## config.mk

```make
export PLATFORM = sky130hd
export DESIGN_NAME = s_seg_capture
export DESIGN_NICKNAME = d
export VERILOG_FILES = /design/src/rtl/s_seg_pkg.sv /design/src/rtl/s_seg_decode.sv /design/src/rtl/s_seg_capture.sv
export SDC_FILE = /design/constraint.sdc
export NUM_CORES = 1
export LEC_CHECK = 0
export BUFFER_PORTS_ARGS = -buffer_cell sky130_fd_sc_hd__buf_2
export CAP_MARGIN = 20
export CORE_UTILIZATION = 46
export DETAILED_ROUTE_END_ITERATION = 8
export GPL_ROUTABILITY_DRIVEN = 0
export MAX_ROUTING_LAYER = met4
export PLACE_DENSITY = 0.71
export SETUP_SLACK_MARGIN = 0.4
export SLEW_MARGIN = 20
export SYNTH_ARGS = -nofsm -noshare
export SYNTH_HDL_FRONTEND = slang
export SYNTH_SLANG_ARGS = --single-unit
```

## constraint.sdc

```tcl
create_clock -name clk -period 3.6 [get_ports clk]
set_input_delay 0.36 -clock clk [delete_from_list [all_inputs] [get_ports clk]]
set_output_delay 0.36 -clock clk [all_outputs]
set_load 0.01 [all_outputs]
```

## src/rtl/s_seg_pkg.sv

```systemverilog
// Shared definitions for the seven-segment capture path: segment codes,
// FSM encoding and the pattern-to-value decode function.
package s_seg_pkg;

  localparam logic [6:0] SEG_0     = 7'h40;
  localparam logic [6:0] SEG_1     = 7'h79;
  localparam logic [6:0] SEG_2     = 7'h24;
  localparam logic [6:0] SEG_3     = 7'h30;
  localparam logic [6:0] SEG_4     = 7'h19;
  localparam logic [6:0] SEG_5     = 7'h12;
  localparam logic [6:0] SEG_6     = 7'h02;
  localparam logic [6:0] SEG_7     = 7'h78;
  localparam logic [6:0] SEG_8     = 7'h00;
  localparam logic [6:0] SEG_9     = 7'h10;
  localparam logic [6:0] SEG_A     = 7'h08;
  localparam logic [6:0] SEG_B     = 7'h03;
  localparam logic [6:0] SEG_C     = 7'h46;
  localparam logic [6:0] SEG_D     = 7'h21;
  localparam logic [6:0] SEG_E     = 7'h06;
  localparam logic [6:0] SEG_F     = 7'h0E;
  localparam logic [6:0] SEG_BLANK = 7'h7F;

  typedef enum logic [1:0] {
    IDLE  = 2'd0,
    TRACK = 2'd1,
    HELD  = 2'd2
  } state_t;

  typedef struct packed {
    logic       err;
    logic       blank;
    logic [3:0] value;
  } seg_dec_t;

  localparam seg_dec_t DEC_BLANK = '{err: 1'b0, blank: 1'b1, value: 4'h0};

  // value stays 0 whenever err or blank is reported
  function automatic seg_dec_t seg_decode(input logic [6:0] seg);
    seg_dec_t d;
    d = '0;
    case (seg)
      SEG_0:     d.value = 4'h0;
      SEG_1:     d.value = 4'h1;
      SEG_2:     d.value = 4'h2;
      SEG_3:     d.value = 4'h3;
      SEG_4:     d.value = 4'h4;
      SEG_5:     d.value = 4'h5;
      SEG_6:     d.value = 4'h6;
      SEG_7:     d.value = 4'h7;
      SEG_8:     d.value = 4'h8;
      SEG_9:     d.value = 4'h9;
      SEG_A:     d.value = 4'hA;
      SEG_B:     d.value = 4'hB;
      SEG_C:     d.value = 4'hC;
      SEG_D:     d.value = 4'hD;
      SEG_E:     d.value = 4'hE;
      SEG_F:     d.value = 4'hF;
      SEG_BLANK: d.blank = 1'b1;
      default:   d.err   = 1'b1;
    endcase
    return d;
  endfunction

endpackage

```

## src/rtl/s_seg_decode.sv

```systemverilog
// Combinational active-low segment pattern decoder, reusable by other
// display-bus checkers.
module s_seg_decode
  import s_seg_pkg::*;
(
  input  logic [6:0] seg,
  output logic       err,
  output logic       blank,
  output logic [3:0] value
);

  seg_dec_t d;

  assign d     = seg_decode(seg);
  assign err   = d.err;
  assign blank = d.blank;
  assign value = d.value;

endmodule

```

## src/rtl/s_seg_capture.sv

```systemverilog
// Snoops a multiplexed active-low seven-segment bus, captures stable
// patterns per digit and reports changes on a valid/ready event port.
module s_seg_capture
  import s_seg_pkg::*;
#(
  parameter int NUM_DIGITS    = 4,
  parameter int STABLE_CYCLES = 4
) (
  input  logic                    clk,
  input  logic                    rst,
  input  logic [6:0]              seg_in,
  input  logic [NUM_DIGITS-1:0]   sel_in,
  input  logic                    clear,
  output logic [4*NUM_DIGITS-1:0] digits_out,
  output logic [NUM_DIGITS-1:0]   digit_valid,
  output logic                    out_valid,
  input  logic                    out_ready,
  output logic [2:0]              out_digit,
  output logic [3:0]              out_value,
  output logic                    out_err,
  output logic                    out_blank,
  output logic                    overflow
);

  localparam int KW = NUM_DIGITS + 7;
  localparam int IW = $clog2(NUM_DIGITS);

  logic [KW-1:0]         sync1_reg, sync2_reg, prev_key_reg;
  logic [NUM_DIGITS-1:0] key_sel;
  logic [6:0]            key_seg;
  logic                  sel_legal;
  logic [IW-1:0]         sel_idx;

  state_t     state_reg, state_next;
  logic [7:0] cnt_reg, cnt_next;
  logic       capture;

  seg_dec_t   dec;
  logic       dec_err, dec_blank;
  logic [3:0] dec_value;
  seg_dec_t   last_arr [NUM_DIGITS];
  logic       ev, ev_load;

  logic       out_valid_reg, out_err_reg, out_blank_reg, overflow_reg;
  logic [2:0] out_digit_reg;
  logic [3:0] out_value_reg;

  assign key_sel = sync2_reg[KW-1:7];
  assign key_seg = sync2_reg[6:0];

  // prev_key keeps loading through clear so a held pattern is not re-tracked
  always_ff @(posedge clk or negedge rst) begin
    if (!rst) begin
      sync1_reg    <= '1;
      sync2_reg    <= '1;
      prev_key_reg <= '1;
    end else begin
      sync1_reg    <= {sel_in, seg_in};
      sync2_reg    <= sync1_reg;
      prev_key_reg <= sync2_reg;
    end
  end

  always_comb begin
    sel_legal = $onehot(~key_sel);
    sel_idx   = '0;
    for (int i = 0; i < NUM_DIGITS; i++) begin
      if (!key_sel[i]) sel_idx = IW'(i);
    end
  end

  always_ff @(posedge clk or negedge rst) begin
    if (!rst) begin
      state_reg <= IDLE;
      cnt_reg   <= 8'd0;
    end else begin
      state_reg <= state_next;
      cnt_reg   <= cnt_next;
    end
  end

  always_comb begin
    state_next = state_reg;
    cnt_next   = cnt_reg;
    capture    = 1'b0;
    if (!sel_legal) begin
      state_next = IDLE;
      cnt_next   = 8'd0;
    end else if (sync2_reg != prev_key_reg) begin
      cnt_next = 8'd1;
      if (STABLE_CYCLES == 1) begin
        capture    = 1'b1;
        state_next = HELD;
      end else begin
        state_next = TRACK;
      end
    end else begin
      case (state_reg)
        TRACK: begin
          cnt_next = cnt_reg + 8'd1;
          if (cnt_next == 8'(STABLE_CYCLES)) begin
            capture    = 1'b1;
            state_next = HELD;
          end
        end
        HELD: begin
          if (cnt_reg != 8'hFF) cnt_next = cnt_reg + 8'd1;
        end
        default: ;
      endcase
    end
    if (clear) begin
      state_next = IDLE;
      cnt_next   = 8'd0;
      capture    = 1'b0;
    end
  end

  s_seg_decode u_decode (
    .seg   (key_seg),
    .err   (dec_err),
    .blank (dec_blank),
    .value (dec_value)
  );

  assign dec     = {dec_err, dec_blank, dec_value};
  assign ev      = capture && (dec != last_arr[sel_idx]);
  assign ev_load = ev && (!out_valid_reg || out_ready);

  for (genvar gi = 0; gi < NUM_DIGITS; gi++) begin : g_digit
    logic [3:0] value_reg;
    logic       valid_reg;
    seg_dec_t   last_reg;
    logic       hit;

    assign hit = capture && !key_sel[gi];

    // a dropped event leaves last_reg stale so the digit gets re-reported
    always_ff @(posedge clk or negedge rst) begin
      if (!rst) begin
        value_reg <= 4'h0;
        valid_reg <= 1'b0;
        last_reg  <= DEC_BLANK;
      end else if (clear) begin
        value_reg <= 4'h0;
        valid_reg <= 1'b0;
        last_reg  <= DEC_BLANK;
      end else if (hit) begin
        if (!dec.err && !dec.blank) begin
          value_reg <= dec.value;
          valid_reg <= 1'b1;
        end else begin
          valid_reg <= 1'b0;
        end
        if (ev_load) last_reg <= dec;
      end
    end

    assign digits_out[4*gi +: 4] = value_reg;
    assign digit_valid[gi]       = valid_reg;
    assign last_arr[gi]          = last_reg;
  end

  always_ff @(posedge clk or negedge rst) begin
    if (!rst) begin
      out_valid_reg <= 1'b0;
      out_digit_reg <= 3'd0;
      out_value_reg <= 4'h0;
      out_err_reg   <= 1'b0;
      out_blank_reg <= 1'b0;
      overflow_reg  <= 1'b0;
    end else if (clear) begin
      out_valid_reg <= 1'b0;
      out_digit_reg <= 3'd0;
      out_value_reg <= 4'h0;
      out_err_reg   <= 1'b0;
      out_blank_reg <= 1'b0;
      overflow_reg  <= 1'b0;
    end else if (ev) begin
      if (ev_load) begin
        out_valid_reg <= 1'b1;
        out_digit_reg <= 3'(sel_idx);
        out_value_reg <= dec.value;
        out_err_reg   <= dec.err;
        out_blank_reg <= dec.blank;
      end else begin
        overflow_reg  <= 1'b1;
      end
    end else if (out_ready) begin
      out_valid_reg <= 1'b0;
    end
  end

  assign out_valid = out_valid_reg;
  assign out_digit = out_digit_reg;
  assign out_value = out_value_reg;
  assign out_err   = out_err_reg;
  assign out_blank = out_blank_reg;
  assign overflow  = overflow_reg;

endmodule

```

# Word-level counts from Yosys, hierarchy flattened

Cells that the tools add are included.

Bits in registers: 98
ROM bits: 0
Bits in writable memories: 0
Memories kept: 0
Bits in latches: 0
Output and inout bits: 31
Logic and storage cells: 174
Bits of input ports: 15

Reductions and logical operators: 37
Eq/ne operators: 29
Shift operators: 0
Div/mod/pow operators: 0
Multiplexer cells: 70
Add/subtract/negate cells: 4
$lt $le $gt $ge: 1
Multipliers: 0
Bitwise operators: 2

Operators with widths:

| cell                  | number |
|---|---|
| $mux W6               | 11 |
| $pmux W4 S15          | 1 |
| $mux W4               | 12 |
| $eq A7 B7 Y1 const B  | 5 |
| $mux W8               | 4 |
| $mux W1               | 30 |
| $reduce_and A2 Y1     | 13 |
| $eq A7 B5 Y1 const B  | 3 |
| $eq A7 B6 Y1 const B  | 3 |
| $reduce_or A17 Y1     | 1 |
| $pmux W8 S2           | 1 |
| $eq A7 B2 Y1 const B  | 2 |
| $eq A7 B4 Y1 const B  | 2 |
| $mux W2               | 7 |
| $reduce_bool A2 Y1    | 7 |
| $bmux W6 S2           | 1 |
| $ne A11 B11 Y1        | 1 |
| $mux W3               | 3 |
| $add A8 B1 Y8 const B | 1 |
| $eq A8 B3 Y1 const B  | 1 |
| $ne A4 B2 Y1 const B  | 2 |
| $ne A8 B8 Y1 const B  | 1 |
| $eq A7 B3 Y1 const B  | 1 |
| $logic_and A1 B1 Y1   | 7 |
| other kinds (17)      | 23 |

# Depth between registers and ports, before layout

Depth in word-level cells: 13
Gate-level depth with buffers: 12
Depth with buffers taken out: 10

# Cells and area by module

Synthesis repeated with hierarchy kept, for this count alone.

Cell total of the unflattened synthesis: 418
Area total of the unflattened synthesis: 4,744.6 um^2

By module, submodules not included:

| module        | area an instance (um^2) | cells an instance | seq. area each (um^2) | times used |
|---|---|---|---|---|
| s_seg_capture | 4,346.7                 | 356               | 2,473.6               | 1 |
| s_seg_decode  | 397.9                   | 62                | 0.0                   | 1 |

# Worst setup path before layout

No wires, ideal clock.

Path type: register to register
Start: register sync2_reg[9]
End: register g_digit[0].value_reg[0]
Period minus slack after synthesis: 3,801 ps
Stages on the path, launching flop included: 12
Data arrival time: 3,676 ps
Setup slack: -201 ps
Required time: 3,475 ps
Cell sequence: dfstp_2 -> clkbuf_1 -> buf_1 -> inv_1 -> ha_1 -> ha_1 -> nor4b_1 -> nand4_1 -> a2111oi_2 -> nor3b_1 -> a21oi_1 -> mux2_2

Cells in the longest elaborated chain, start to end: 9
Elaborated cells between the ends (all ways): 11
Classes of those cells: 2 x add/sub; 2 x eq/ne; 3 x mux; 1 x bitwise; 3 x reduce/logical

RTL lines:

| element                                 | line                 | RTL |
|---|---|---|
| start, declared                         | s_seg_capture.sv:28  | `logic [KW-1:0] sync1_reg, sync2_reg, prev_key_reg;` |
| start signal, assigned                  | s_seg_capture.sv:59  | `sync2_reg <= sync1_reg;` |
| $not A4 Y4                              | s_seg_capture.sv:65  | `sel_legal = $onehot(~key_sel);` |
| $add A1 B1 Y2 (not written as such)     | s_seg_capture.sv:65  |  |
| $add A2 B2 Y3 (not written as such)     | s_seg_capture.sv:65  |  |
| $eq A3 B1 Y1                            | s_seg_capture.sv:65  |  |
| $mux W1 (*)                             | s_seg_capture.sv:86  | `if (!sel_legal) begin` |
| $mux W1 (*)                             | s_seg_capture.sv:112 | `if (clear) begin` |
| $logic_and A1 B1 Y1 (*)                 | s_seg_capture.sv:136 | `assign hit = capture && !key_sel[gi];` |
| $reduce_bool A2 Y1 (no source line) (*) | n/a                  |  |
| $reduce_and A2 Y1 (no source line) (*)  | n/a                  |  |
| end signal, assigned                    | s_seg_capture.sv:150 | `value_reg <= dec.value;` |
| end, declared                           | s_seg_capture.sv:131 | `logic [3:0] value_reg;` |

Mark *: on every way between the ends. The rest lies on a longest branch, timed or not.
A chain may end at the register's enable or synchronous reset.

# Final worst setup path

Start: register sync2_reg[10]
End: register g_digit[0].value_reg[2]

The elaborated chain is that of the path after synthesis.

==> impl_metrics.json <==
{
  "synth.distinct_cells": 58,
  "total_power_w": 0.00198,
  "rrSetupSlack_ps": 430,
  "cts_tree": "done",
  "p_int_w": 0.00148,
  "grt_max_degree": 74,
  "crit_required_ps": 3850,
  "fin_nets": 506,
  "r2r_cells": 12,
  "start_kind": "flip-flop",
  "status": "completed",
  "drt_iter0_markers": 159,
  "cts.sinks": 97,
  "holdPathStages": 1,
  "ys_seq_area_share_pct": 51.4,
  "drive_above_1_share_pct": 35.4,
  "multi_input_area_um2": 2360,
  "critPathMaxFanout": 4,
  "rsz0062_at_grt": "true",
  "timing.rr.end": "g_digit[0].value_reg[2]",
  "min_period_ps": 3170,
  "relSlewSlack_pct": 41.0,
  "async_flop_share_pct": 100,
  "diodes": 0,
  "nFillCells": 823,
  "synthCells": 417,
  "worst_pin_slew_ps": 885,
  "wirelength_um": 10800,
  "dieArea_um2": 10900,
  "first_global_vias": 3348,
  "die-height_um": 104,
  "syn_nets": 436,
  "tns_ps": 0,
  "dp_hpwl_um": 6990,
  "synth_commonest_cells": "60 x dfrtp_1, 44 x mux2i_1, 41 x nand2b_1, 37 x dfstp_2, 29 x nor2_1",
  "slew_violations": 0,
  "setup_viol_count_final": 0,
  "area.sequential_um2": 2480,
  "finish.utilization_pct": 57.9,
  "holdBufCountCts": 0,
  "die_x_um": 104,
  "post_drt_wl_per_cell_um": 17.2,
  "clock-root-buffer": "clkbuf_8",
  "ys_top_cells_by_area": "dfrtp_1 31%, dfstp_2 20%, mux2i_1 9.1%, nand2b_1 5.3%, xor2_1 4.0%",
  "synth.most_common_cell": "dfrtp_1",
  "drc": 0,
  "initial_core_util_pct": 48.4,
  "grt_use_total_pct": 21.1,
  "grt_overflow": 0,
  "ys_warn_count": 0,
  "syn_area_per_cell_um2": 11.6,
  "power.leakage_nw": 2.72,
  "largest_reg_flops": 24,
  "worstSkewPairLatency_ps": 370,
  "h-tree-depth": 3,
  "synth_top_area_share_pct": 31.2,
  "cp_data_arrival_time_ps": 3420,
  "max_cap_violations": 0,
  "finClkSkew_ps": 13.9,
  "finalCritPeriodShare_pct": 88.0,
  "swShare_pct": 25.0,
  "ioPinCount": 46,
  "ant_nets": 0,
  "cts_buffers": 9,
  "r2r-start": "sync2_reg[10]",
  "vias": 3419,
  "p_comb_share_pct": 10.1,
  "cts.clk_slew.worst_paths_ps": 80,
  "fp-row-count": 36,
  "synth_top_area_cell": "dfrtp_1",
  "grt_pass1_wl_um": 17300,
  "path_class": "reg2reg",
  "power_density_nw_per_um2": 343,
  "holdPathEnd": "sync1_reg[9]",
  "critPathCaptureType": "flip-flop",
  "fp.coreArea_um2": 9950,
  "area_growth_pct": 19.6,
  "seqPwrFrac_pct": 58.4,
  "hold_path.class": "in2reg",
  "fmaxAchievable_ghz": 0.316,
  "p_clk_share_pct": 31.5,
  "syn_area_um2": 4820,
  "synth_edf_count": 0,
  "ir_drop_v": 0.000213,
  "synthFlopType": "dfrtp_1",
  "vias_per_cell": 5.47,
  "p_switching_w": 0.000494,
  "clk_path_buf_depth": 2,
  "dr.pass1.iters": 5,
  "crit_start": "sync2_reg[10]",
  "io_buffers": 44,
  "finalHoldViolCount": 0,
  "synth-seq-cells": 97,
  "antenna_found_initial": 0,
  "min-delay-start": "sel_in[2]"
}
==> layer usage <==
metal	vias up	wire length [µm]	track usage [%]
met2	98	4990	31.6
met4	0	242	9.59
met5	-	0	-
li1	1602	-	-
met1	1699	5060	28.1
met3	20	472	3.57
==> worst max-delay path by stage <==
stage	endpoint	slack, ps	cells after the start
3_3_place_gp	out_value[0]	200	8
3_5_place_dp	g_digit[1].last_reg[3]	140	7
4_1_cts	g_digit[1].last_reg[3]	410	8
6_report	g_digit[0].value_reg[2]	430	12
2_1_floorplan	g_digit[0].value_reg[2]	360	10
5_1_grt	g_digit[0].value_reg[2]	290	12
==> through the flow <==
stage | hold WS (ps) | std cells | setup slack [ps] | cell area [µm²]
final | 91.4 | 625 | 432 | 5760
after global routing | 71.1 | 625 | 290 | 5760
after CTS | 71.8 | 610 | 414 | 5540
after detailed placement | 347 | 587 | 143 | 5320
after global placement | 345 | 587 | 203 | 5320
after floorplan | 64.4 | 417 | 359 | 4940
==> critical path, stage by stage, from the launching register on <==
cell and delay (ps):
dfstp_2 570, fa_1 410, inv_1 70, ha_2 190
ha_4 200, nor4b_4 270, nand4_1 150, buf_6 170
a2111oi_4 220, nor3b_4 250, buf_6 160, a21oi_4 80
mux2_4 320
==> cell type report <==
| class | count | share of cell area [%] |
|---|---|---|
| multi-input combinational | 288 | 41.0 |
| sequential | 97 | 43.0 |
| clock buffer | 16 | 2.78 |
| inverter | 8 | 0.521 |
| tap | 133 | 2.89 |
| timing repair buffer | 83 | 9.86 |
==> logic make-up after synthesis <==
| family | count (synthesis) | share of synthesized area [%] |
|---|---|---|
| buffers and inverters | 32 | 3.12 |
| AO/OA/AOI/OAI | 52 | 9.09 |
| XOR/XNOR | 25 | 4.70 |
| multiplexers | 56 | 12.1 |
| flip-flops | 97 | 51.4 |
| adder cells (fa/ha/maj) | 5 | 1.40 |
| AND/OR/NAND/NOR | 149 | 18.2 |
| other | 1 | 0.0778 |
==> power by group through the flow <==
stage               Sequential, W  Combinational (W)  Clock [W]
CTS                       0.00116           0.000180   0.000643
detailed placement        0.00118           0.000176          0
floorplan                 0.00116           0.000122          0
finish                    0.00115           0.000200   0.000621
global route              0.00116           0.000218   0.000681
global placement          0.00117           0.000172          0
==> what timing repair did <==
item | in CTS | in global routing
endpoints found under the setup margin | 40 | 42
pin swaps | 2 | 6
setup buffers | 7 | 15
resized for setup | 2 | 12
==> cell usage in the layout, fill, tap and decap left out, types with 3 or more instances in the layout <==
cell	instances
a21oi_1	13
o31ai_1	3
nand4_1	6
or3_1	3
buf_6	4
xor2_1	22
mux2_2	9
dfrtp_1	60
clkbuf_1	6
nor2b_1	10
nand2b_1	40
o21ai_0	7
or2_2	3
clkbuf_8	10
buf_12	3
buf_4	33
mux2_4	3
and3_1	3
a211oi_1	7
nand2_1	11
nor3_2	3
nand3_1	5
inv_1	8
dfstp_2	36
nor2_1	29
nor3_1	8
buf_2	43
o31ai_4	4
mux2i_1	44
Power figures use the tool's default switching activity.
